===== src/rtl/fetch_pkg.sv =====
// fetch_pkg: shared constants and the fetch queue entry type
package fetch_pkg;
  localparam int INSTR_BYTES = 4;
  typedef struct packed {
    logic [31:0] pc;
    logic [31:0] instr;
  } fetch_entry_t;
endpackage


===== src/rtl/fetch_queue.sv =====
// fetch_queue: in-order FIFO of fetch entries (push/pop/flush in; full/empty/head out), flush beats push and pop
module fetch_queue
  import fetch_pkg::*;
#(
  parameter int DEPTH = 2
) (
  input  logic         clk,
  input  logic         reset,
  input  logic         push,
  input  logic         pop,
  input  logic         flush,
  input  fetch_entry_t din,
  output logic         full,
  output logic         empty,
  output fetch_entry_t head
);
  localparam int PW = $clog2(DEPTH);
  localparam int CW = $clog2(DEPTH + 1);
  fetch_entry_t mem [DEPTH];
  logic [PW-1:0] rp, wp;
  logic [CW-1:0] cnt;
  assign full  = cnt == CW'(DEPTH);
  assign empty = cnt == '0;
  assign head  = mem[rp];
  always_ff @(posedge clk) begin
    if (reset || flush) begin
      rp  <= '0;
      wp  <= '0;
      cnt <= '0;
    end else begin
      if (push) wp <= wp + 1'b1;
      if (pop) rp <= rp + 1'b1;
      cnt <= cnt + CW'(push) - CW'(pop);
    end
  end
  always_ff @(posedge clk) if (push && !flush && !reset) mem[wp] <= din;
endmodule


===== src/rtl/fetch_unit.sv =====
// fetch_unit: PC/imem_addr owner, captures imem_rd with its PC into fetch_queue, presents head via instr_valid/instr_ready, redirect flushes and reloads PC
module fetch_unit
  import fetch_pkg::*;
#(
  parameter int               WIDTH    = 32,
  parameter logic [WIDTH-1:0] RESET_PC = '0,
  parameter int               DEPTH    = 2
) (
  input  logic             clk,
  input  logic             reset,
  output logic [WIDTH-1:0] imem_addr,
  input  logic [WIDTH-1:0] imem_rd,
  input  logic             redirect_valid,
  input  logic [WIDTH-1:0] redirect_pc,
  output logic             instr_valid,
  input  logic             instr_ready,
  output logic [WIDTH-1:0] instr,
  output logic [WIDTH-1:0] instr_pc
);
  logic [WIDTH-1:0] pc;
  logic push, pop, full, empty;
  fetch_entry_t head, din;
  assign imem_addr   = pc;
  assign instr_valid = !empty;
  assign pop         = instr_valid && instr_ready;
  assign push        = !redirect_valid && (!full || pop);
  assign din         = '{pc: pc, instr: imem_rd};
  assign instr       = instr_valid ? head.instr : '0;
  assign instr_pc    = instr_valid ? head.pc : '0;
  fetch_queue #(.DEPTH(DEPTH)) u_queue (
    .clk  (clk),
    .reset(reset),
    .push (push),
    .pop  (pop),
    .flush(redirect_valid),
    .din  (din),
    .full (full),
    .empty(empty),
    .head (head)
  );
  always_ff @(posedge clk) begin
    if (reset) pc <= RESET_PC;
    else if (redirect_valid) pc <= {redirect_pc[WIDTH-1:2], 2'b00};
    else if (push) pc <= pc + WIDTH'(INSTR_BYTES);
  end
endmodule


===== config.mk =====
export PLATFORM = sky130hd
export DESIGN_NAME = fetch_unit
export DESIGN_NICKNAME = d
export VERILOG_FILES = /design/src/rtl/fetch_pkg.sv /design/src/rtl/fetch_queue.sv /design/src/rtl/fetch_unit.sv
export SDC_FILE = /design/constraint.sdc
export NUM_CORES = 1
export LEC_CHECK = 0
export CAP_MARGIN = 20
export CORE_MARGIN = 2
export CORE_UTILIZATION = 49
export DETAILED_ROUTE_END_ITERATION = 16
export PLACE_DENSITY = 0.8
export SYNTH_ARGS = -nofsm -noshare
export SYNTH_HDL_FRONTEND = slang
export SYNTH_SLANG_ARGS = --single-unit

===== constraint.sdc =====
create_clock -name clk -period 8.7 [get_ports clk]
set_input_delay 1.74 -clock clk [delete_from_list [all_inputs] [get_ports clk]]
set_output_delay 1.74 -clock clk [all_outputs]
set_load 0.05 [all_outputs]

==> results.json, run 1 <==
{
  "cp-start-kind": "flop",
  "syn_inst": 511,
  "die_x_um": 120.5,
  "tritoncts": "built",
  "grt_overflow_total": 0,
  "slew_headroom_pct": 40.54,
  "p_leak_nw": 2.879,
  "drc_errors": 0,
  "rows": 42,
  "routed_via_density": 5.524,
  "synthFlopType": "edfxtp_1",
  "final_cell_mix": "clkdlybuf4s50_1, edfxtp_1, nor2_1",
  "synth_edf_count": 124,
  "ff2ff_setup_slack_ps": 6080,
  "ir_drop_mv": 0.1161,
  "cts.sinks": 159,
  "yosysTopAreaCell": "edfxtp_1",
  "final_common_cell": "clkdlybuf4s50_1",
  "crit_arrival_ps": 2530,
  "drv_slew": 0,
  "yosys_warnings": 0,
  "ctsHoldBuffers": 0,
  "outcome": "completed",
  "ant_nets": 0,
  "grt_max_degree": 63,
  "drtIter0Drc": 478,
  "finalHoldViolCount": 0,
  "rsz0062_at_grt": "false",
  "ios": 165,
  "seq_area_frac_synth_pct": 66.58,
  "fmax_mhz": 234.4,
  "core-area_um2": 13240,
  "grt_pass1_wl_mm": 23.52,
  "netlist_area_um2": 6645,
  "post-dp-hpwl_mm": 9.580,
  "hp-class": "flop to flop",
  "yosys.area_share.adder_pct": 0.5649,
  "first_pass_iters": 7,
  "synth_top_area_share_pct": 56.03,
  "hold_slack_ps": 518.4,
  "cts.clk_slew.worst_paths_ps": 60,
  "setup_viol": 0,
  "synth-async-reset-ratio_pct": 0,
  "synth_top_family_by_area": "simple AND/OR/NAND/NOR gates",
  "max-cap-violations": 0,
  "syn_area_per_cell_um2": 13.00,
  "clockBufferDepth": 2,
  "slowest_stage": "clkdlybuf4s50_1",
  "htreeDepth": 4,
  "crit_path_end_kind": "output pin",
  "die_area_um2": 14510,
  "synth_simple_gate_area_share_pct": 12.48,
  "grt_usage_pct": 21.09,
  "fp.dieH_um": 120.5,
  "synth_mux_area_share_pct": 9.490,
  "wl_mm": 14.91,
  "synth_compound_area_share_pct": 6.101,
  "syn2layout_area_growth_pct": 34.85,
  "numCtsBuffers": 17,
  "cp_max_fo": 50,
  "ys_seq_elements": 159,
  "diodes": 0,
  "finalPower_w": 0.001898,
  "tightestPinTransition_ps": 890.7,
  "period_share_pct": 49.05,
  "place_congestion": 0.8489,
  "synthTopCellsByArea": "edfxtp_1, dfxtp_1, mux2i_1, nor2_1, a311oi_1",
  "initial_core_util_pct": 50.18,
  "power_density_nw_per_um2": 211.8,
  "final.setup.tns_ps": 0,
  "final_util_pct": 67.67,
  "synth_xor_area_share_pct": 1.582,
  "antenna_found_initial": 0,
  "io_buffers": 158,
  "clockRootBuffer": "clkbuf_16",
  "grt_pass1_vias": 4620,
  "required_ps": 6960,
  "cts-resized-gates": 0,
  "clock_latency_ps": 420,
  "fillers": 985,
  "ys_types": 45,
  "crit_chain": "nor2_4 > buf_4 > nor2_1 > clkdlybuf4s50_1",
  "min_period_ps": 4267,
  "slowest_delay_ps": 720,
  "fin_nets": 733,
  "path_class": "flop to output pin",
  "avgRoutedWirePerCell_um": 17.52,
  "cts_setup_buffers": 0,
  "drive_above_1_share_pct": 6.963,
  "fin_skew_ps": 4.827,
  "vias": 4701
}
## state kept, by name, indices dropped and copies added (netlist names), named ones only
| name | cells |
|---|---|
| u_queue.mem | 124 |
| u_queue.wp | 1 |
| u_queue.rp | 1 |
| imem_addr | 30 |
| u_queue.cnt | 2 |
## final timing paths
path                                startpoint                  to  depth (start not counted)
worst max-delay path            u_queue.cnt[1]           instr[31]                          4
worst min-delay path                u_queue.rp                flop                          2
worst max register to register  u_queue.cnt[1]  u_queue.mem[1][28]                          5
worst min register to register      u_queue.rp                flop                          2
## critical path: cells and delay by family, from the launching register on
family                 cells  cell delay, ps
AND/OR/NAND/NOR            2             470
buffers and inverters      2            1250
flip-flops                 1             350
## area by class of cell
class / instances / area (µm²) / area share [%]
Timing Repair Buffer: 165 / 1654 / 18.46
Clock inverter: 10 / 113.9 / 1.271
Inverter: 13 / 48.80 / 0.5445
Clock buffer: 22 / 454.2 / 5.068
Tap cell: 176 / 220.2 / 2.457
Sequential cell: 159 / 4428 / 49.41
Multi-Input combinational cell: 306 / 2042 / 22.79
## layer usage
metal	share of wire, %	up-vias	GRT usage [%]
li1	-	2215	-
met1	41	2274	25.87
met2	49	188	34.78
met3	8.3	24	7.594
met4	1.4	0	6.904
met5	0	-	0
## metrics by stage
| step | cells | area [µm²] | worst slack (ps) |
|---|---|---|---|
| floorplan | 514 | 6656 | 1616 |
| global placement | 818 | 8366 | 4053 |
| detailed placement | 818 | 8366 | 4004 |
| CTS | 850 | 8934 | 4116 |
| global route | 851 | 8961 | 4272 |
| finish | 851 | 8961 | 4433 |
## kinds of logic (layout without fill, tap and decap cells)
logic type / count (synthesis) / after routing
xor gates and xnor gates: 12 / 12
muxes: 63 / 63
and+or+nand+nor: 171 / 171
adders and majority gates: 3 / 3
AOI/OAI and AO/OA: 53 / 53
other: 1 / 4
buffers and inverters: 49 / 210
DFF: 159 / 159
## cells in the mapped netlist, drive strengths merged (2+ instances only)
cell type	instances
a311oi	17
nand4	7
dfxtp	35
buf	13
or4	16
and4	2
or3	11
o21ai	7
clkbuf	23
o31ai	10
or2	5
ha	3
nand2	9
nor4	3
a211oi	9
nor2	95
and2	4
xor2	3
and3	2
edfxtp	124
a32oi	2
nand3	10
nor3	4
inv	13
mux2i	63
xnor2	9
o211ai	2
## power breakdown
part | internal (W) | switching [W] | total [W]
combinational | 0.000110 | 0.000197 | 0.000307
clock | 0.000428 | 0.000280 | 0.000709
sequential | 0.000855 | 0.0000279 | 0.000883
No activity file was read; power rests on OpenSTA's default activity.
==> run 2: changes to the inputs <==
CORE_UTILIZATION = 45   (was 49)
PLACE_DENSITY = 0.77   (was 0.8)
clock period = 3.6 ns   (was 8.7 ns; I/O delays follow)
==> results.json, run 2 (synthesis results as in run 1) <==
{
  "outcome": "completed",
  "hold_depth": 2,
  "drive_above_1_share_pct": 6.795,
  "place_congestion": 0.8602,
  "ir_drop_mv": 0.2865,
  "cp_max_fo": 46,
  "reg2regPathDepth": 4,
  "min_period_ps": 3164,
  "fmax_mhz": 316.1,
  "final.setup.tns_ps": 0,
  "cpLargestDelayFamily": "buffers and inverters",
  "antenna_found_initial": 0,
  "ios": 165,
  "crit_chain": "buf_12 > mux2i_1 > nor2_1 > clkdlybuf4s50_1",
  "vias": 4685,
  "post-dp-hpwl_mm": 9.981,
  "path_class": "flop to output pin",
  "wl_mm": 15.13,
  "rows": 44,
  "path_depth": 4,
  "grt_usage_pct": 19.39,
  "grt_overflow_total": 0,
  "drtIter0Drc": 282,
  "max-cap-violations": 0,
  "fin_nets": 735,
  "largest_register": "u_queue.mem",
  "htreeDepth": 4,
  "period_share_pct": 87.88,
  "ctsHoldBuffers": 0,
  "finalHoldViolCount": 0,
  "tightestPinTransition_ps": 864.6,
  "p_leak_nw": 2.908,
  "intPower_w": 0.003430,
  "cts.clk_slew.worst_paths_ps": 60,
  "ant_nets": 0,
  "rsz0062_at_grt": "false",
  "cts_setup_buffers": 0,
  "power_switching_w": 0.001211,
  "clock_latency_ps": 420,
  "initial_core_util_pct": 45.90,
  "power_density_nw_per_um2": 513.9,
  "io_buffers": 158,
  "final_common_cell": "clkdlybuf4s50_1",
  "setup_viol": 0,
  "power.share.clock_pct": 37.9,
  "slowest_delay_ps": 820,
  "cp-start-kind": "flop",
  "grt_pass1_wl_mm": 23.81,
  "required_ps": 2880,
  "fp.dieH_um": 125.5,
  "clockBufferDepth": 2,
  "drc_errors": 0,
  "clockRootBuffer": "clkbuf_16",
  "path_buf_inv": 2,
  "die_x_um": 125.5,
  "grt_max_degree": 60,
  "avgRoutedWirePerCell_um": 17.58,
  "slowest_stage": "clkdlybuf4s50_1",
  "numCtsBuffers": 17,
  "largest_register_ffs": 124,
  "final_cell_count_no_fill": 861,
  "crit_arrival_ps": 2440,
  "seq_power_share_pct": 46.0,
  "diodes": 0,
  "cts-resized-gates": 0,
  "core-area_um2": 14480,
  "routed_via_density": 5.441,
  "crit_path_end_kind": "output pin",
  "final_cell_mix": "clkdlybuf4s50_1, edfxtp_1, nor2_1",
  "slew_headroom_pct": 42.27,
  "die_area_um2": 15760,
  "grt_pass1_vias": 4589,
  "syn2layout_area_growth_pct": 35.91,
  "place_inst": 829,
  "p_comb_share_pct": 16.1,
  "hp-class": "flop to flop",
  "tritoncts": "built",
  "cts.sinks": 159,
  "drv_slew": 0,
  "first_pass_iters": 5,
  "p_sw_share_pct": 26.10,
  "fin_skew_ps": 8.526
}
run 2: cell types whose count changed in the layout (fill, tap and decap cells not counted), moves of 2 or more:
| cell | delta |
|---|---|
| clkbuf_1 | +3 |
| clkbuf_8 | +2 |
| clkbuf_16 | +2 |
| buf_12 | +3 |
| clkinvlp_4 | -3 |
| clkinv_2 | -3 |
run 2: through the flow:
step                power (W)  setup slack, ps  hold slack, ps  cell area (µm²)  util (%)
global placement     0.002909            576.4           496.4             8442     58.30
floorplan            0.002621            179.2           481.2             6668         -
detailed placement   0.002921            483.3           505.2             8442     58.30
global route         0.004795            314.2           557.7             9031     62.37
finish               0.004641            436.5           521.0             9031     62.37
CTS                  0.004668            407.2           525.0             9031     62.37
run 2: power by group through the flow:
stage | combinational, W | clock [W] | sequential (W)
6_report | 0.000747 | 0.00176 | 0.00214
5_1_grt | 0.000789 | 0.00186 | 0.00214
4_1_cts | 0.000752 | 0.00178 | 0.00214
3_5_place_dp | 0.000749 | 0 | 0.00217
3_3_place_gp | 0.000742 | 0 | 0.00217
2_1_floorplan | 0.000384 | 0 | 0.00224
run 2: final cells by class:
type / instances / area (µm²)
Fill cell: 1114 / 5448
Sequential cell: 159 / 4428
Multi-Input combinational cell: 306 / 2048
Timing Repair Buffer: 167 / 1687
Clock buffer: 29 / 543.0
Tap cell: 184 / 230.2
Inverter: 13 / 48.80
Clock inverter: 3 / 46.29
run 2: tightest hold or removal path, delay by kind of cell, from the launching register on:
kind / cells / cell delay (ps)
xor+xnor: 1 / 90
flops: 1 / 320
simple gates: 1 / 80
run 2: metal layers:
| metal | global-route usage, % | wire [µm] |
|---|---|---|
| met4 | 6.732 | 257 |
| met2 | 32.40 | 7437 |
| met3 | 6.376 | 1144 |
| met5 | 0 | 0 |
| met1 | 23.69 | 6294 |
run 2: final timing paths:
path                 from       endpoint  slack (ps)
min reg2reg    u_queue.rp     u_queue.rp         520
min            u_queue.rp     u_queue.rp         520
max                  flop       instr[3]         440
max reg2reg  imem_addr[4]  imem_addr[25]        1080
==> run 3: changes to the inputs <==
PLACE_DENSITY = 0.75   (was 0.77)
==> results.json, run 3 (synthesis results as in run 1) <==
{
  "outcome": "completed",
  "drv_slew": 0,
  "path_class": "flop to output pin",
  "fp.dieH_um": 125.5,
  "grt_pass1_vias": 4690,
  "ios": 165,
  "final_cell_mix": "clkdlybuf4s50_1, edfxtp_1, nor2_1",
  "die_x_um": 125.5,
  "io_buffers": 158,
  "r2r-end": "imem_addr[27]",
  "max-cap-violations": 0,
  "p_leak_nw": 2.891,
  "antenna_found_initial": 1,
  "drive_above_1_share_pct": 6.932,
  "fmax_mhz": 317.8,
  "hold_slack_ps": 536.2,
  "met3_usage_pct": 6.376,
  "grt_overflow_total": 0,
  "ff2ff_setup_slack_ps": 1120,
  "avgRoutedWirePerCell_um": 17.30,
  "wl_mm": 14.91,
  "crit_path_end_kind": "output pin",
  "place_congestion": 0.8304,
  "ctsHoldBuffers": 0,
  "ir_drop_mv": 0.2791,
  "cp_max_fo": 21,
  "die_area_um2": 15760,
  "reg2regPathDepth": 4,
  "grt_use_met2_pct": 31.99,
  "timing.rr.start": "imem_addr[2]",
  "place_inst": 830,
  "finalHoldViolCount": 0,
  "routed_via_density": 5.385,
  "cp-start-kind": "flop",
  "fin_skew_ps": 9.597,
  "setup_viol": 0,
  "cts_setup_buffers": 0,
  "power_switching_w": 0.001189,
  "cts.clk_slew.worst_paths_ps": 60,
  "p_comb_share_pct": 16.7,
  "grt_usage_pct": 19.43,
  "final_common_cell": "clkdlybuf4s50_1",
  "syn2layout_area_growth_pct": 35.10,
  "min_period_ps": 3146,
  "ant_nets": 0,
  "largest_register": "u_queue.mem",
  "hp-class": "flop to flop",
  "period_share_pct": 87.39,
  "cts.sinks": 159,
  "clock_latency_ps": 420,
  "power.share.clock_pct": 35.8,
  "grt_max_degree": 57,
  "clockBufferDepth": 2,
  "clockRootBuffer": "clkbuf_16",
  "intPower_w": 0.003298,
  "rows": 44,
  "rsz0062_at_grt": "false",
  "largest_register_ffs": 124,
  "slew_headroom_pct": 41.48,
  "p_sw_share_pct": 26.50,
  "seq_power_share_pct": 47.6,
  "post-dp-hpwl_mm": 10.14,
  "tritoncts": "built",
  "fillers": 1143,
  "cts-resized-gates": 0,
  "drc_errors": 0,
  "core-area_um2": 14480,
  "final_cell_count_no_fill": 862,
  "htreeDepth": 4,
  "required_ps": 2880,
  "numCtsBuffers": 17,
  "critPathCapture": "instr_pc[25]",
  "final.setup.tns_ps": 0,
  "diodes": 0,
  "first_pass_iters": 6,
  "initial_core_util_pct": 45.90,
  "crit_arrival_ps": 2430,
  "drtIter0Drc": 331,
  "tightestPinTransition_ps": 876.5,
  "met1_usage_pct": 24.33,
  "fin_nets": 736,
  "top_usage_layer": "met2",
  "vias": 4642,
  "grt_pass1_wl_mm": 24.10,
  "power_density_nw_per_um2": 499.8
}
-- run 3: cell count changes in the layout (fill, tap and decap cells not counted), sizes merged --
cell / before / now
clkinv: 1 / 6
buf: 9 / 10
clkbuf: 29 / 24
-- run 3: how the worst min path moves through the flow --
stage	end	cells after the start	startpoint	slack, ps
2_1_floorplan	flop	2	u_queue.rp	480
3_3_place_gp	flop	2	u_queue.rp	490
3_5_place_dp	u_queue.mem[1][53]	0	imem_addr[21]	520
4_1_cts	u_queue.mem[1][53]	0	imem_addr[21]	530
5_1_grt	u_queue.mem[0][53]	0	imem_addr[21]	550
6_report	u_queue.mem[0][53]	0	imem_addr[21]	540
-- run 3: metrics by stage --
step / cell area (µm²) / utilization (%) / total power (W) / setup WS (ps)
finish: 8977 / 62.00 / 0.004487 / 453.8
global route: 8977 / 62.00 / 0.004649 / 306.1
CTS: 8977 / 62.00 / 0.004535 / 370.8
detailed placement: 8449 / 58.36 / 0.002925 / 544.0
global placement: 8449 / 58.36 / 0.002909 / 583.0
floorplan: 6668 / - / 0.002621 / 179.2
-- run 3: cell type report --
class                           count  area [µm²]  area share, %
Multi-Input combinational cell    306        2048          22.82
Clock buffer                       24       461.7          5.143
Timing Repair Buffer              168        1694          18.87
Sequential cell                   159        4428          49.32
Tap cell                          184       230.2          2.564
Clock inverter                      8       66.31         0.7387
Inverter                           13       48.80         0.5436
-- run 3: critical path: stages, from the launching register on --
cell             delay, ps
dfxtp_4                600
buf_4                  340
mux2i_1                110
nor2_1                 120
clkdlybuf4s50_1        820
-- run 3: power by group through the flow --
stage	clock network, W	logic [W]	registers (W)
2_1_floorplan	0	0.000384	0.00224
3_3_place_gp	0	0.000742	0.00217
3_5_place_dp	0	0.000753	0.00217
4_1_cts	0.00164	0.000756	0.00213
5_1_grt	0.00171	0.000792	0.00215
6_report	0.00160	0.000748	0.00213
-- run 3: routing by layer --
layer	wire length [µm]	part of all wire [%]
met1	6291	42
met2	7193	48
met3	1202	8.1
met4	212	1.4
met5	13	0.087
